===== src/rtl/uart_pkg.sv =====
// Shared constants for the UART blocks: divisor width, receiver states and the
// baud divisor table (100 MHz clk_sys, k = clocks per bit).
package uart_pkg;

    localparam int KW   = 19;
    localparam int KMIN = 4;

    typedef enum logic [2:0] {
        IDLE   = 3'd0,
        START  = 3'd1,
        DATA   = 3'd2,
        PARITY = 3'd3,
        STOP   = 3'd4,
        BREAK  = 3'd5
    } rx_state_e;

    function automatic logic [KW-1:0] baud_k(input logic [3:0] code);
        case (code)
            4'd0:    return KW'(333333);  // 300
            4'd1:    return KW'(166667);  // 600
            4'd2:    return KW'(83333);   // 1200
            4'd3:    return KW'(41667);   // 2400
            4'd4:    return KW'(20833);   // 4800
            4'd5:    return KW'(10417);   // 9600
            4'd6:    return KW'(5208);    // 19200
            4'd7:    return KW'(2604);    // 38400
            4'd8:    return KW'(1736);    // 57600
            4'd9:    return KW'(868);     // 115200
            4'd10:   return KW'(434);     // 230400
            4'd11:   return KW'(217);     // 460800
            default: return KW'(868);
        endcase
    endfunction

endpackage


===== src/rtl/uart_rx_core_if.sv =====
// Port bundle between the receiver core and its host: serial line, frame
// configuration, read strobe, received byte and status flags.
interface uart_rx_core_if #(
    parameter int KW = uart_pkg::KW
);
    logic          rx;
    logic          eight;
    logic          pen;
    logic          ohel;
    logic [KW-1:0] k;
    logic          clr;
    logic [7:0]    data;
    logic          rxrdy;
    logic          perr;
    logic          ferr;
    logic          ovf;

    modport master (
        output rx, eight, pen, ohel, k, clr,
        input  data, rxrdy, perr, ferr, ovf
    );

    modport slave (
        input  rx, eight, pen, ohel, k, clr,
        output data, rxrdy, perr, ferr, ovf
    );
endinterface


===== src/rtl/uart_bit_timer.sv =====
// Loadable bit-period down-counter; tick is asserted on the cycle the count is 1.
// Idles at 0 once expired until reloaded.
module uart_bit_timer #(
    parameter int KW = 19
) (
    input  logic          clk,
    input  logic          reset_n,
    input  logic [KW-1:0] k,
    input  logic          load_half,
    input  logic          load_full,
    output logic          tick
);

    logic [KW-1:0] cnt_q, cnt_d;

    always_comb begin
        cnt_d = cnt_q;
        if (load_full)
            cnt_d = k;
        else if (load_half)
            cnt_d = k >> 1;
        else if (cnt_q != '0)
            cnt_d = cnt_q - KW'(1);
    end

    always_ff @(posedge clk or negedge reset_n) begin
        if (!reset_n)
            cnt_q <= '0;
        else
            cnt_q <= cnt_d;
    end

    assign tick = (cnt_q == KW'(1));

endmodule


===== src/rtl/uart_rx_core.sv =====
// UART receiver: start, 7/8 data bits LSB first, optional parity, one stop bit,
// with rxrdy/clr read handshake and parity/framing/overrun flags.
//
// state  | meaning
// IDLE   | line high, waiting for a start edge
// START  | half a bit in, confirming the start bit
// DATA   | sampling data bits into the shift register
// PARITY | sampling and checking the parity bit
// STOP   | sampling the stop bit, publishing the byte
// BREAK  | stop bit was low, waiting for the line to go high
module uart_rx_core #(
    parameter int KW          = uart_pkg::KW,
    parameter int SYNC_STAGES = 2
) (
    input logic           clk,
    input logic           reset_n,
    uart_rx_core_if.slave bus
);
    import uart_pkg::*;

    localparam logic [KW-1:0] K_MIN = KW'(KMIN);

    rx_state_e              state_q, state_d;
    logic [SYNC_STAGES-1:0] sync_q, sync_d;
    logic [7:0]             shift_q, shift_d;
    logic [2:0]             bit_cnt_q, bit_cnt_d;
    logic                   eight_q, eight_d, pen_q, pen_d, ohel_q, ohel_d;
    logic [KW-1:0]          k_q, k_d;
    logic                   par_err_q, par_err_d;
    logic [7:0]             data_q, data_d;
    logic                   rxrdy_q, rxrdy_d, perr_q, perr_d;
    logic                   ferr_q, ferr_d, ovf_q, ovf_d;

    logic                   rx_s, tick, load_half, load_full;
    logic [KW-1:0]          k_live, k_timer;
    logic [7:0]             byte_asm;

    assign sync_d   = {sync_q[SYNC_STAGES-2:0], bus.rx};
    assign rx_s     = sync_q[SYNC_STAGES-1];
    assign k_live   = (bus.k < K_MIN) ? K_MIN : bus.k;
    // The half-bit load happens on the same edge the configuration is captured.
    assign k_timer  = (state_q == IDLE) ? k_live : k_q;
    assign byte_asm = eight_q ? shift_q : {1'b0, shift_q[7:1]};

    uart_bit_timer #(.KW(KW)) u_timer (
        .clk       (clk),
        .reset_n   (reset_n),
        .k         (k_timer),
        .load_half (load_half),
        .load_full (load_full),
        .tick      (tick)
    );

    always_comb begin
        state_d   = state_q;
        shift_d   = shift_q;
        bit_cnt_d = bit_cnt_q;
        eight_d   = eight_q;
        pen_d     = pen_q;
        ohel_d    = ohel_q;
        k_d       = k_q;
        par_err_d = par_err_q;
        data_d    = data_q;
        rxrdy_d   = rxrdy_q;
        perr_d    = perr_q;
        ferr_d    = ferr_q;
        ovf_d     = ovf_q;
        load_half = 1'b0;
        load_full = 1'b0;

        if (bus.clr) begin
            rxrdy_d = 1'b0;
            perr_d  = 1'b0;
            ferr_d  = 1'b0;
            ovf_d   = 1'b0;
        end

        case (state_q)
            IDLE: begin
                if (!rx_s) begin
                    load_half = 1'b1;
                    eight_d   = bus.eight;
                    pen_d     = bus.pen;
                    ohel_d    = bus.ohel;
                    k_d       = k_live;
                    state_d   = START;
                end
            end
            START: begin
                if (tick) begin
                    if (rx_s) begin
                        state_d = IDLE;
                    end else begin
                        load_full = 1'b1;
                        bit_cnt_d = '0;
                        state_d   = DATA;
                    end
                end
            end
            DATA: begin
                if (tick) begin
                    load_full = 1'b1;
                    shift_d   = {rx_s, shift_q[7:1]};
                    if (bit_cnt_q == {2'b11, eight_q})
                        state_d = pen_q ? PARITY : STOP;
                    else
                        bit_cnt_d = bit_cnt_q + 3'd1;
                end
            end
            PARITY: begin
                if (tick) begin
                    load_full = 1'b1;
                    par_err_d = rx_s ^ (^byte_asm) ^ ohel_q;
                    state_d   = STOP;
                end
            end
            STOP: begin
                if (tick) begin
                    data_d  = byte_asm;
                    rxrdy_d = 1'b1;
                    perr_d  = pen_q & par_err_q;
                    ferr_d  = ~rx_s;
                    // A clr landing with the completion means the old byte was read.
                    ovf_d   = rxrdy_q & ~bus.clr;
                    state_d = rx_s ? IDLE : BREAK;
                end
            end
            BREAK: begin
                if (rx_s)
                    state_d = IDLE;
            end
            default: state_d = IDLE;
        endcase
    end

    always_ff @(posedge clk or negedge reset_n) begin
        if (!reset_n) begin
            state_q   <= IDLE;
            sync_q    <= '1;
            shift_q   <= '0;
            bit_cnt_q <= '0;
            eight_q   <= 1'b0;
            pen_q     <= 1'b0;
            ohel_q    <= 1'b0;
            k_q       <= '0;
            par_err_q <= 1'b0;
            data_q    <= '0;
            rxrdy_q   <= 1'b0;
            perr_q    <= 1'b0;
            ferr_q    <= 1'b0;
            ovf_q     <= 1'b0;
        end else begin
            state_q   <= state_d;
            sync_q    <= sync_d;
            shift_q   <= shift_d;
            bit_cnt_q <= bit_cnt_d;
            eight_q   <= eight_d;
            pen_q     <= pen_d;
            ohel_q    <= ohel_d;
            k_q       <= k_d;
            par_err_q <= par_err_d;
            data_q    <= data_d;
            rxrdy_q   <= rxrdy_d;
            perr_q    <= perr_d;
            ferr_q    <= ferr_d;
            ovf_q     <= ovf_d;
        end
    end

    assign bus.data  = data_q;
    assign bus.rxrdy = rxrdy_q;
    assign bus.perr  = perr_q;
    assign bus.ferr  = ferr_q;
    assign bus.ovf   = ovf_q;

endmodule

===== src/flat_wrapper.sv =====
// flat-port wrapper written by rule: the top's interface ports become plain ports
module uart_rx_core_flat import uart_pkg::*;
#(
    parameter int KW          = uart_pkg::KW,
    parameter int SYNC_STAGES = 2
)
  (clk, reset_n, bus_rx, bus_eight, bus_pen, bus_ohel, bus_k, bus_clr, bus_data, bus_rxrdy, bus_perr, bus_ferr, bus_ovf);
  uart_rx_core_if #(.KW(KW)) bus_i ();
  input logic clk;
  input logic reset_n;
  input wire logic [$bits(bus_i.rx)-1:0] bus_rx;
  input wire logic [$bits(bus_i.eight)-1:0] bus_eight;
  input wire logic [$bits(bus_i.pen)-1:0] bus_pen;
  input wire logic [$bits(bus_i.ohel)-1:0] bus_ohel;
  input wire logic [$bits(bus_i.k)-1:0] bus_k;
  input wire logic [$bits(bus_i.clr)-1:0] bus_clr;
  output wire logic [$bits(bus_i.data)-1:0] bus_data;
  output wire logic [$bits(bus_i.rxrdy)-1:0] bus_rxrdy;
  output wire logic [$bits(bus_i.perr)-1:0] bus_perr;
  output wire logic [$bits(bus_i.ferr)-1:0] bus_ferr;
  output wire logic [$bits(bus_i.ovf)-1:0] bus_ovf;
  assign bus_i.rx = bus_rx;
  assign bus_i.eight = bus_eight;
  assign bus_i.pen = bus_pen;
  assign bus_i.ohel = bus_ohel;
  assign bus_i.k = bus_k;
  assign bus_i.clr = bus_clr;
  assign bus_data = bus_i.data;
  assign bus_rxrdy = bus_i.rxrdy;
  assign bus_perr = bus_i.perr;
  assign bus_ferr = bus_i.ferr;
  assign bus_ovf = bus_i.ovf;
  uart_rx_core #(.KW(KW), .SYNC_STAGES(SYNC_STAGES)) u_core (.clk(clk), .reset_n(reset_n), .bus(bus_i));
endmodule

===== config.mk =====
export PLATFORM = sky130hd
export DESIGN_NAME = uart_rx_core_flat
export DESIGN_NICKNAME = d
export VERILOG_FILES = /design/src/rtl/uart_pkg.sv /design/src/rtl/uart_rx_core_if.sv /design/src/rtl/uart_bit_timer.sv /design/src/rtl/uart_rx_core.sv /design/src/flat_wrapper.sv
export SDC_FILE = /design/constraint.sdc
export NUM_CORES = 1
export LEC_CHECK = 0
export ABC_AREA = 1
export CAP_MARGIN = 20
export CORE_MARGIN = 4
export CORE_UTILIZATION = 61
export DETAILED_ROUTE_END_ITERATION = 6
export GPL_ROUTABILITY_DRIVEN = 0
export HOLD_SLACK_MARGIN = 0.05
export PLACE_DENSITY_LB_ADDON = 0.15
export SLEW_MARGIN = 40
export SYNTH_ARGS = -nofsm -noshare
export SYNTH_HDL_FRONTEND = slang
export SYNTH_HIERARCHICAL = 1
export SYNTH_SLANG_ARGS = --single-unit

===== constraint.sdc =====
create_clock -name clk -period 5.1 [get_ports clk]
set_clock_uncertainty 0.1 [all_clocks]
set_input_delay 1.02 -clock clk [delete_from_list [all_inputs] [get_ports clk]]
set_output_delay 1.02 -clock clk [all_outputs]
set_load 0.02 [all_outputs]

### Word-level counts from Yosys, hierarchy flattened

Index checks and enable logic that the tools add are counted.
W data, S select, Z words.

| cells by class | value |
|---|---|
| add/sub/neg operators | 2 |
| magnitude comparators | 1 |
| equal/unequal tests | 16 |
| mux-type cells | 39 |
| bitwise operators | 6 |
| reductions and logical operators | 12 |

Operators with widths:

| cell | number |
|---|---|
| $mux W19 | 5 |
| $mux W3 | 13 |
| $eq A19 B1 Y1 const B | 1 |
| $lt A19 B3 Y1 const B | 1 |
| $reduce_bool A19 Y1 | 1 |
| $sub A19 B1 Y19 const B | 1 |
| $pmux W3 S6 | 1 |
| $mux W1 | 16 |
| $ne A2 B1 Y1 const B | 6 |
| $mux W8 | 1 |
| $reduce_and A2 Y1 | 4 |
| $reduce_xor A8 Y1 | 1 |
| $reduce_and A7 Y1 | 1 |
| $eq A3 B2 Y1 const B | 2 |
| $eq A3 B3 Y1 const B | 2 |
| $ne A2 B2 Y1 const B | 3 |
| $pmux W3 S2 | 1 |
| $reduce_and A5 Y1 | 1 |
| $add A3 B1 Y3 const B | 1 |
| $eq A3 B1 Y1 const B | 1 |
| $eq A3 B3 Y1 | 1 |
| $logic_not A3 Y1 | 1 |
| $reduce_bool A3 Y1 | 1 |
| $and A1 B1 Y1 | 2 |
| other kinds (6) | 8 |

| word-level totals | value |
|---|---|
| register bits | 70 |
| input port bits | 26 |
| output and inout port bits | 12 |
| logic and storage cells | 91 |

### Depth between registers and ports, before layout

Gate-level depths: netlist of run 1.

| logic depth | value |
|---|---|
| depth after elaboration | 5 |
| mapped depth | 14 |
| gate-level depth less buffers | 13 |

### Hierarchy

The synthesis of run 1 kept the hierarchy.

Modules (own cells, without submodules):

| module | times used | cells an instance | area each (µm²) |
|---|---|---|---|
| uart_rx_core | 1 | 359 | 2841.5 |
| uart_bit_timer | 1 | 261 | 1657.8 |

### Worst setup path before layout of run 1

OpenSTA, ideal clock, no wires.

| timing | value |
|---|---|
| path kind | register -> register |
| start | register u_core.u_timer.cnt_q[12] |
| end | register u_core.u_timer.cnt_q[17] |
| library setup time | 122 ps |
| arrival | 2105 ps |
| data required time | 4878 ps |
| setup slack | 2773 ps |
| stages on the path, launching flop included | 13 |
| path buffers | 1 |
| path through | dfrtp_1 > nor2_4 > nand2_2 > nor3_4 > nand2_1 > nor3_1 > inv_1 > a31oi_1 > buf_2 > clkinv_1 > or2_2 > nand2_1 > a21oi_1 |

| between the ends | value |
|---|---|
| word-level cells in the longest chain between the ends | 4 |
| elaborated cells between the ends (all ways) | 10 |

RTL lines:

| element | RTL line | source |
|---|---|---|
| start, declared | uart_bit_timer.sv:14 | `logic [KW-1:0] cnt_q, cnt_d;` |
| start signal, assigned | uart_bit_timer.sv:30 | `cnt_q <= cnt_d;` |
| $eq A19 B1 Y1 (*) | uart_bit_timer.sv:33 | `assign tick = (cnt_q == KW'(1));` |
| via u_core.tick | uart_rx_core.sv:34 | `logic rx_s, tick, load_half, load_full;` |
| $mux W1, on equally long branches | uart_rx_core.sv:101, uart_rx_core.sv:111, uart_rx_core.sv:90 |  |
| $pmux W1 S2 (*) | uart_rx_core.sv:78 | `case (state_q)` |
| via u_core.load_full | uart_rx_core.sv:34 |  |
| $reduce_bool A3 Y1 (no source line) / $mux W19 (equally long branches) | - |  |

The timed path passes the listed nets; every way through them passes the cells marked *. The select of a mux whose other input is x is not followed.
A chain may end at the register's enable or synchronous reset.

### Worst setup path after layout of run 1

Same ends and word-level chain as after synthesis.

==> results.md, run 1 <==
* Most frequent cell after synthesis: nand2_1
* Worst EP required at 5.23 ns
* Die W at 93.89 um
* Die area at 0.008814 sq mm
* Clock-pin slew on the worst setup and hold paths at 0.07 ns
* Post-synthesis sequential area ratio at slightly below 40%
* Post-CTS setup buffers at 0
* # Max-Cap Violations at 0
* Number of setup violations in the final report at 0
* Min-Delay Path Depth at 0
* CTS Hold Bufs at 0
* Vias at ~4100
* Seq cells post-synth at 70
* CP arrival at 3.02 ns
* Hold Path Origin: u_core/sync_q[0]$_DFF_PN1_
* Final HPWL DP at 7.517 mm
* YS warnings at 6
* Sequential cell area at 0.001754 sq mm
* # DRC at 0
* Syn_nets at 649
* Distinct cell type count of the synthesized netlist at 38
* Initial DRT Pass Iterations at 5
* Vias per cell at 5.478
* Non-Filler Instances at 753
* Largest net degree at the start of global routing at 44
* Setup TNS at 0 ns
* Final hold violation count at 0
* Maximum VDD drop at 0.3289 mV
* Fin nets at 678
* Slew of the pin with the lowest slew margin at 0.6528 ns
* Reg2reg end: u_core/u_timer/cnt_q[17]$_DFFE_PN0P_
* Initial Util at 62.37%
* Post-CTS Resized at 0
* Total routed wirelength at slightly above 10 mm
* R2R setup slack at 2.21 ns
* RR Startpoint: u_core/u_timer/cnt_q[12]$_DFFE_PN0P_
* Rows at 31
* Crit-path max FO at 29
* Post-synth top cells: nand2_1 (202), dfrtp_1 (68), inv_1 (68)
* I/O Buffers at 37
* Area contributors post-synth: dfrtp_1 (38%), nand2_1 (17%), inv_1 (5.7%)
* Min Tclk post-route at 2.888 ns
* H-tree levels at 3
* Post-synthesis cell area at roughly 0.0045 sq mm
* CTS tree: yes
* Number of fill cells at 620
* FFs w/ async S/R, synth at 100.0%
* Fin crit share at between 50% and 60%
* Gr ovfl total at 0
* RSZ-0062 raised after global routing: no
* Worst min path class: flip-flop to flip-flop
* Dominant synthesized flop cell: dfrtp_1
* Post-synth EDFFs at 0
* Final ANT Viol Nets at 0
* Max Fclk at 346.2 MHz
* First-pass GRT wire length at 17.30 mm
* Number of placed I/O pins at 38
* Post-synth top area cell: dfrtp_1
* Vias in the first global route at 3812
* Post-synth top area share at 37.82%
* Max Slew Vio Count at 0
* Layout cells sized above 1 at 13.61%
* Crit path kind: flip-flop to flip-flop
* Worst Setup End Kind: flip-flop
* Max Buffers Root-to-Sink at 2
* Status: finished clean
* Worst setup SP type: flip-flop
* Average size of a mapped cell at 7.257 sq um
* Final hold slack at 0.2600 ns
* Antenna diode count at 0
* Leakage Power at 2.423 nW
* Initial DRC Count at about 290
* TritonCTS Buffers at 9
* Worst setup slack after layout at 2.212 ns
* Rel. slew slack at between 50 and 60%
* CTS root buf: clkbuf_8
* Cells after Synth at 620
* Area Overhead vs Synth at 12.12%
* Wire per inst at 13.56 um
* GRT Total Usage at 24.62%
* Initial antenna violation count at 0
* Core Box Area at roughly 0.0072 sq mm
* Die Ht at 93.89 um
* Multi-input logic area at 0.002291 sq mm
* DP Cell Count at 737
* R2r worst-path depth at 12
* Pre-CTS WS at 2.248 ns
* # clock sinks at 70
* Clk Latency, worst-skew pair at 0.34 ns
* Hold Path Sink: u_core/sync_q[1]$_DFF_PN1_
* Cell Pwr Density at 499.7 mW/mm^2
-- registers in the layout, summed over array words and instances, names as in the netlist, 2 cells and up --
name	cells
u_core/shift_q	8
u_core/state_q	3
u_core/k_q	19
u_core/sync_q	2
u_core/bus.data	8
u_core/bit_cnt_q	3
u_core/u_timer/cnt_q	19
-- metal layers --
metal | up-vias | track usage [%] | wire length, um
met5 | - | 0 | 0
met4 | 0 | 9.386 | 194
met3 | 20 | 3.205 | 534
met2 | 138 | 38.02 | 4610
met1 | 1932 | 35.31 | 4873
li1 | 2035 | - | -
-- worst max-delay path by stage --
stage / slack [ns] / cells after the start / endpoint / start
after floorplan: 2.77 / 12 / u_core/u_timer/cnt_q[17]$_DFFE_PN0P_ / u_core/u_timer/cnt_q[12]$_DFFE_PN0P_
after global placement: 2.27 / 12 / u_core/u_timer/cnt_q[17]$_DFFE_PN0P_ / u_core/u_timer/cnt_q[12]$_DFFE_PN0P_
after detailed placement: 2.25 / 12 / u_core/u_timer/cnt_q[17]$_DFFE_PN0P_ / u_core/u_timer/cnt_q[12]$_DFFE_PN0P_
after CTS: 2.21 / 12 / u_core/u_timer/cnt_q[17]$_DFFE_PN0P_ / u_core/u_timer/cnt_q[12]$_DFFE_PN0P_
after global routing: 2.00 / 12 / u_core/u_timer/cnt_q[17]$_DFFE_PN0P_ / u_core/u_timer/cnt_q[14]$_DFFE_PN0P_
final: 2.21 / 12 / u_core/u_timer/cnt_q[17]$_DFFE_PN0P_ / u_core/u_timer/cnt_q[12]$_DFFE_PN0P_
-- placed cells by master, fill, tap and decap left out, types with 2 or more instances in the layout --
master,netlist,routed
ha_1,3,3
nor2_8,2,2
nor2_1,39,39
inv_1,68,68
o21ai_2,19,19
nand3_1,35,35
nor3_4,2,2
clkdlybuf4s50_1,0,36
nand2_4,4,4
nand4_1,9,9
nor2_4,10,10
a31oi_1,3,2
o21ai_0,47,47
nor3_1,6,6
dfrtp_1,68,68
a21oi_2,2,2
dfstp_2,2,2
inv_2,8,8
nand2_2,11,11
nor2_2,4,4
nand2_1,202,202
or2_2,2,2
clkbuf_8,0,12
o21ai_1,14,14
buf_4,1,2
a21oi_1,27,27
clkbuf_1,3,3
nand3_2,4,4
-- worst max-delay path, cell delays in order, from the launching register on --
cell and delay (ns):
dfrtp_1 0.45, nor2_4 0.15, nand2_2 0.07, nor3_4 0.18
nand2_1 0.08, nor3_1 0.14, inv_1 0.24, a31oi_2 0.22
buf_4 0.32, clkinv_1 0.31, or2_2 0.36, nand2_1 0.11
a21oi_1 0.05
-- layout make-up --
class | count | area share [%]
clock inverters | 1 | 0.5952
inverters | 77 | 5.729
clock buffers | 15 | 3.497
repair buffers | 39 | 7.540
flip-flops and latches | 70 | 34.77
well taps | 99 | 2.455
multi-input cells | 452 | 45.41
-- logic make-up (layout without fill, tap and decap cells) --
family	after synthesis	after routing	share of synthesized area, %
simple gates	332	332	34.68
compound gates	117	117	15.27
buf+inv	98	132	10.23
flops	70	70	38.99
fa+ha+maj	3	3	0.8343
-- through the flow --
step / util (%) / total power [mW] / instance area, sq um
2_1_floorplan: - / 1.839 / 4499
3_3_place_gp: 67.07 / 2.003 / 4838
3_5_place_dp: 67.07 / 2.035 / 4838
4_1_cts: 69.93 / 2.518 / 5045
5_1_grt: 69.93 / 2.732 / 5045
6_report: 69.93 / 2.521 / 5045
-- power by group --
part | switching (mW) | leakage (nW) | total, mW | internal, mW
logic | 0.765 | 1.43 | 1.14 | 0.375
registers | 0.184 | 0.890 | 0.913 | 0.729
clock network | 0.201 | 0.104 | 0.468 | 0.267
No activity file was read; power rests on OpenSTA's default activity.
==> inputs of run 2 (changes only) <==
- CORE_UTILIZATION: 61 -> 59
- clock period: 5.1 -> 2.67 ns (I/O delays scaled with it)
==> results.md, run 2 (same netlist as run 1, synthesis figures left out) <==
* Status: finished clean
* I/O Buffers at 37
* Largest registers: u_core/k_q: 19 flops, u_core/u_timer/cnt_q: 19 flops
* Setup TNS at 0 ns
* Post-CTS setup buffers at 0
* Final Core Density at 69.31%
* Clk Latency, worst-skew pair at 0.35 ns
* Met3 global-route usage at 3.552%
* Crit path kind: flip-flop to flip-flop
* CTS tree: yes
* Total power at between 4 and 5 mW
* Initial DRC Count at 328
* Max Buffers Root-to-Sink at 2
* Fin nets at slightly below 700
* Area after DPL at 0.004873 sq mm
* Post-CTS Resized at 0
* Most common cell after layout, fill and taps aside: nand2_1
* Gr busiest metal: met2
* First-pass GRT wire length at 17.82 mm
* Slew of the pin with the lowest slew margin at between 0.6 and 0.7 ns
* H-tree levels at 3
* Vias per cell at 5.396
* Worst min path class: input port to asynchronous set/reset pin
* Number of setup violations in the final report at 0
* Initial DRT Pass Iterations at 5
* Worst Setup End Kind: flip-flop
* RSZ-0062 raised after global routing: no
* R2r worst-path depth at 11
* Die W at around 95 um
* Rows at 31
* Max Slew Vio Count at 0
* Layout cells sized above 1 at 14.46%
* Antenna diode count at 0
* Vias in the first global route at 3818
* Multi-input logic area at 0.002291 sq mm
* Leakage Power at 2.444 nW
* Rel. slew slack at 55.61%
* # clock sinks at 70
* Fin crit share at slightly below 90%
* GRT Total Usage at 25.10%
* Gr ovfl total at 0
* Pre-CTS WS at 0.3555 ns
* Maximum VDD drop at a little under 0.6 mV
* # Max-Cap Violations at 0
* Max Fclk at around 430 MHz
* Total routed wirelength at 10.54 mm
* Reg2reg end: u_core/u_timer/cnt_q[17]$_DFFE_PN0P_
* Worst EP required at between 2 and 3 ns
* Min Tclk post-route at roughly 2.3 ns
* Die area at 0.009087 sq mm
* Wire per inst at around 14 um
* Core Box Area at 0.007331 sq mm
* Final HPWL DP at 7.498 mm
* Sequential cell area at approximately 0.0018 sq mm
* CTS Hold Bufs at 0
* Most frequent cells in the layout: nand2_1 (202), inv_1 (68), dfrtp_1 (68)
* Worst setup slack after layout at 0.3320 ns
* Die Ht at 95.33 um
* TritonCTS Buffers at 9
* Clock-pin slew on the worst setup and hold paths at 0.08 ns
* RR Startpoint: u_core/u_timer/cnt_q[12]$_DFFE_PN0P_
* Vias at 4079
* CP arrival at 2.46 ns
* Final Cell Area at 0.005081 sq mm
* R2R setup slack at 0.33 ns
* Cell Pwr Density at 961.1 mW/mm^2
* Initial Util at 61.38%
* CTS root buf: clkbuf_8
* Worst setup SP type: flip-flop
* Area Overhead vs Synth at 12.93%
* Largest net degree at the start of global routing at ~70
* Number of fill cells at 602
* Met2 Use GR at 39.53%
* Final ANT Viol Nets at 0
* Final hold violation count at 0
* Number of placed I/O pins at 38
* Met1 usage in global routing at 34.84%
* Initial antenna violation count at 0
* # DRC at 0
* Crit-path max FO at 10
[run 2: changes by cell type in the layout (fill, tap and decap cells not counted)]
| cell | change |
|---|---|
| clkinvlp_4 | +1 |
| buf_12 | +1 |
| clkbuf_1 | -3 |
| clkbuf_8 | -1 |
| buf_4 | +2 |
| clkinv_2 | +2 |
| inv_6 | +1 |
[run 2: per-layer routing]
metal / up-vias / share of wire [%]
met3: 19 / 6.0
met5: - / 0
li1: 2043 / -
met4: 0 / 2.0
met2: 154 / 46
met1: 1863 / 46
[run 2: worst max-delay path, stage by stage (launching register included)]
cell and delay [ns]:
dfrtp_1 0.43, nor2_4 0.16, nand2_2 0.08, nor3_4 0.19, nand2_1 0.10, nor3_1 0.15, inv_1 0.08, a31oi_2 0.19
clkinv_1 0.27, or2_2 0.35, nand2_1 0.06, a21oi_1 0.04
[run 2: through the flow]
stage | hold slack, ns | instances
CTS | 0.1118 | 756
finish | 0.08492 | 756
global route | 0.1255 | 756
global placement | 0.2454 | 740
detailed placement | 0.2470 | 740
floorplan | 0.1384 | 620
[run 2: how the worst max path moves through the flow]
stage	end	from	slack, ns	depth (start not counted)
3_5_place_dp	u_core/u_timer/cnt_q[1]$_DFFE_PN0P_	bus_k[11]	0.36	12
2_1_floorplan	u_core/u_timer/cnt_q[17]$_DFFE_PN0P_	u_core/u_timer/cnt_q[12]$_DFFE_PN0P_	0.34	12
6_report	u_core/u_timer/cnt_q[17]$_DFFE_PN0P_	u_core/u_timer/cnt_q[12]$_DFFE_PN0P_	0.33	11
5_1_grt	u_core/u_timer/cnt_q[17]$_DFFE_PN0P_	u_core/u_timer/cnt_q[14]$_DFFE_PN0P_	0.08	11
4_1_cts	u_core/u_timer/cnt_q[17]$_DFFE_PN0P_	u_core/u_timer/cnt_q[12]$_DFFE_PN0P_	0.34	11
3_3_place_gp	u_core/u_timer/cnt_q[0]$_DFFE_PN0P_	bus_k[9]	0.42	11
[run 2: area by class of cell]
| type | instances | share of cell area [%] |
|---|---|---|
| tap | 99 | 2.438 |
| multi-input combinational | 452 | 45.09 |
| sequential | 70 | 34.52 |
| timing repair buffer | 42 | 8.175 |
| inverter | 77 | 5.688 |
| clock buffer | 11 | 2.980 |
| clock inverter | 5 | 1.108 |
[run 2: where the power goes]
group	switching, mW	internal, mW
registers	0.352	1.39
logic	1.50	0.734
clock network	0.421	0.483
total	2.28	2.61
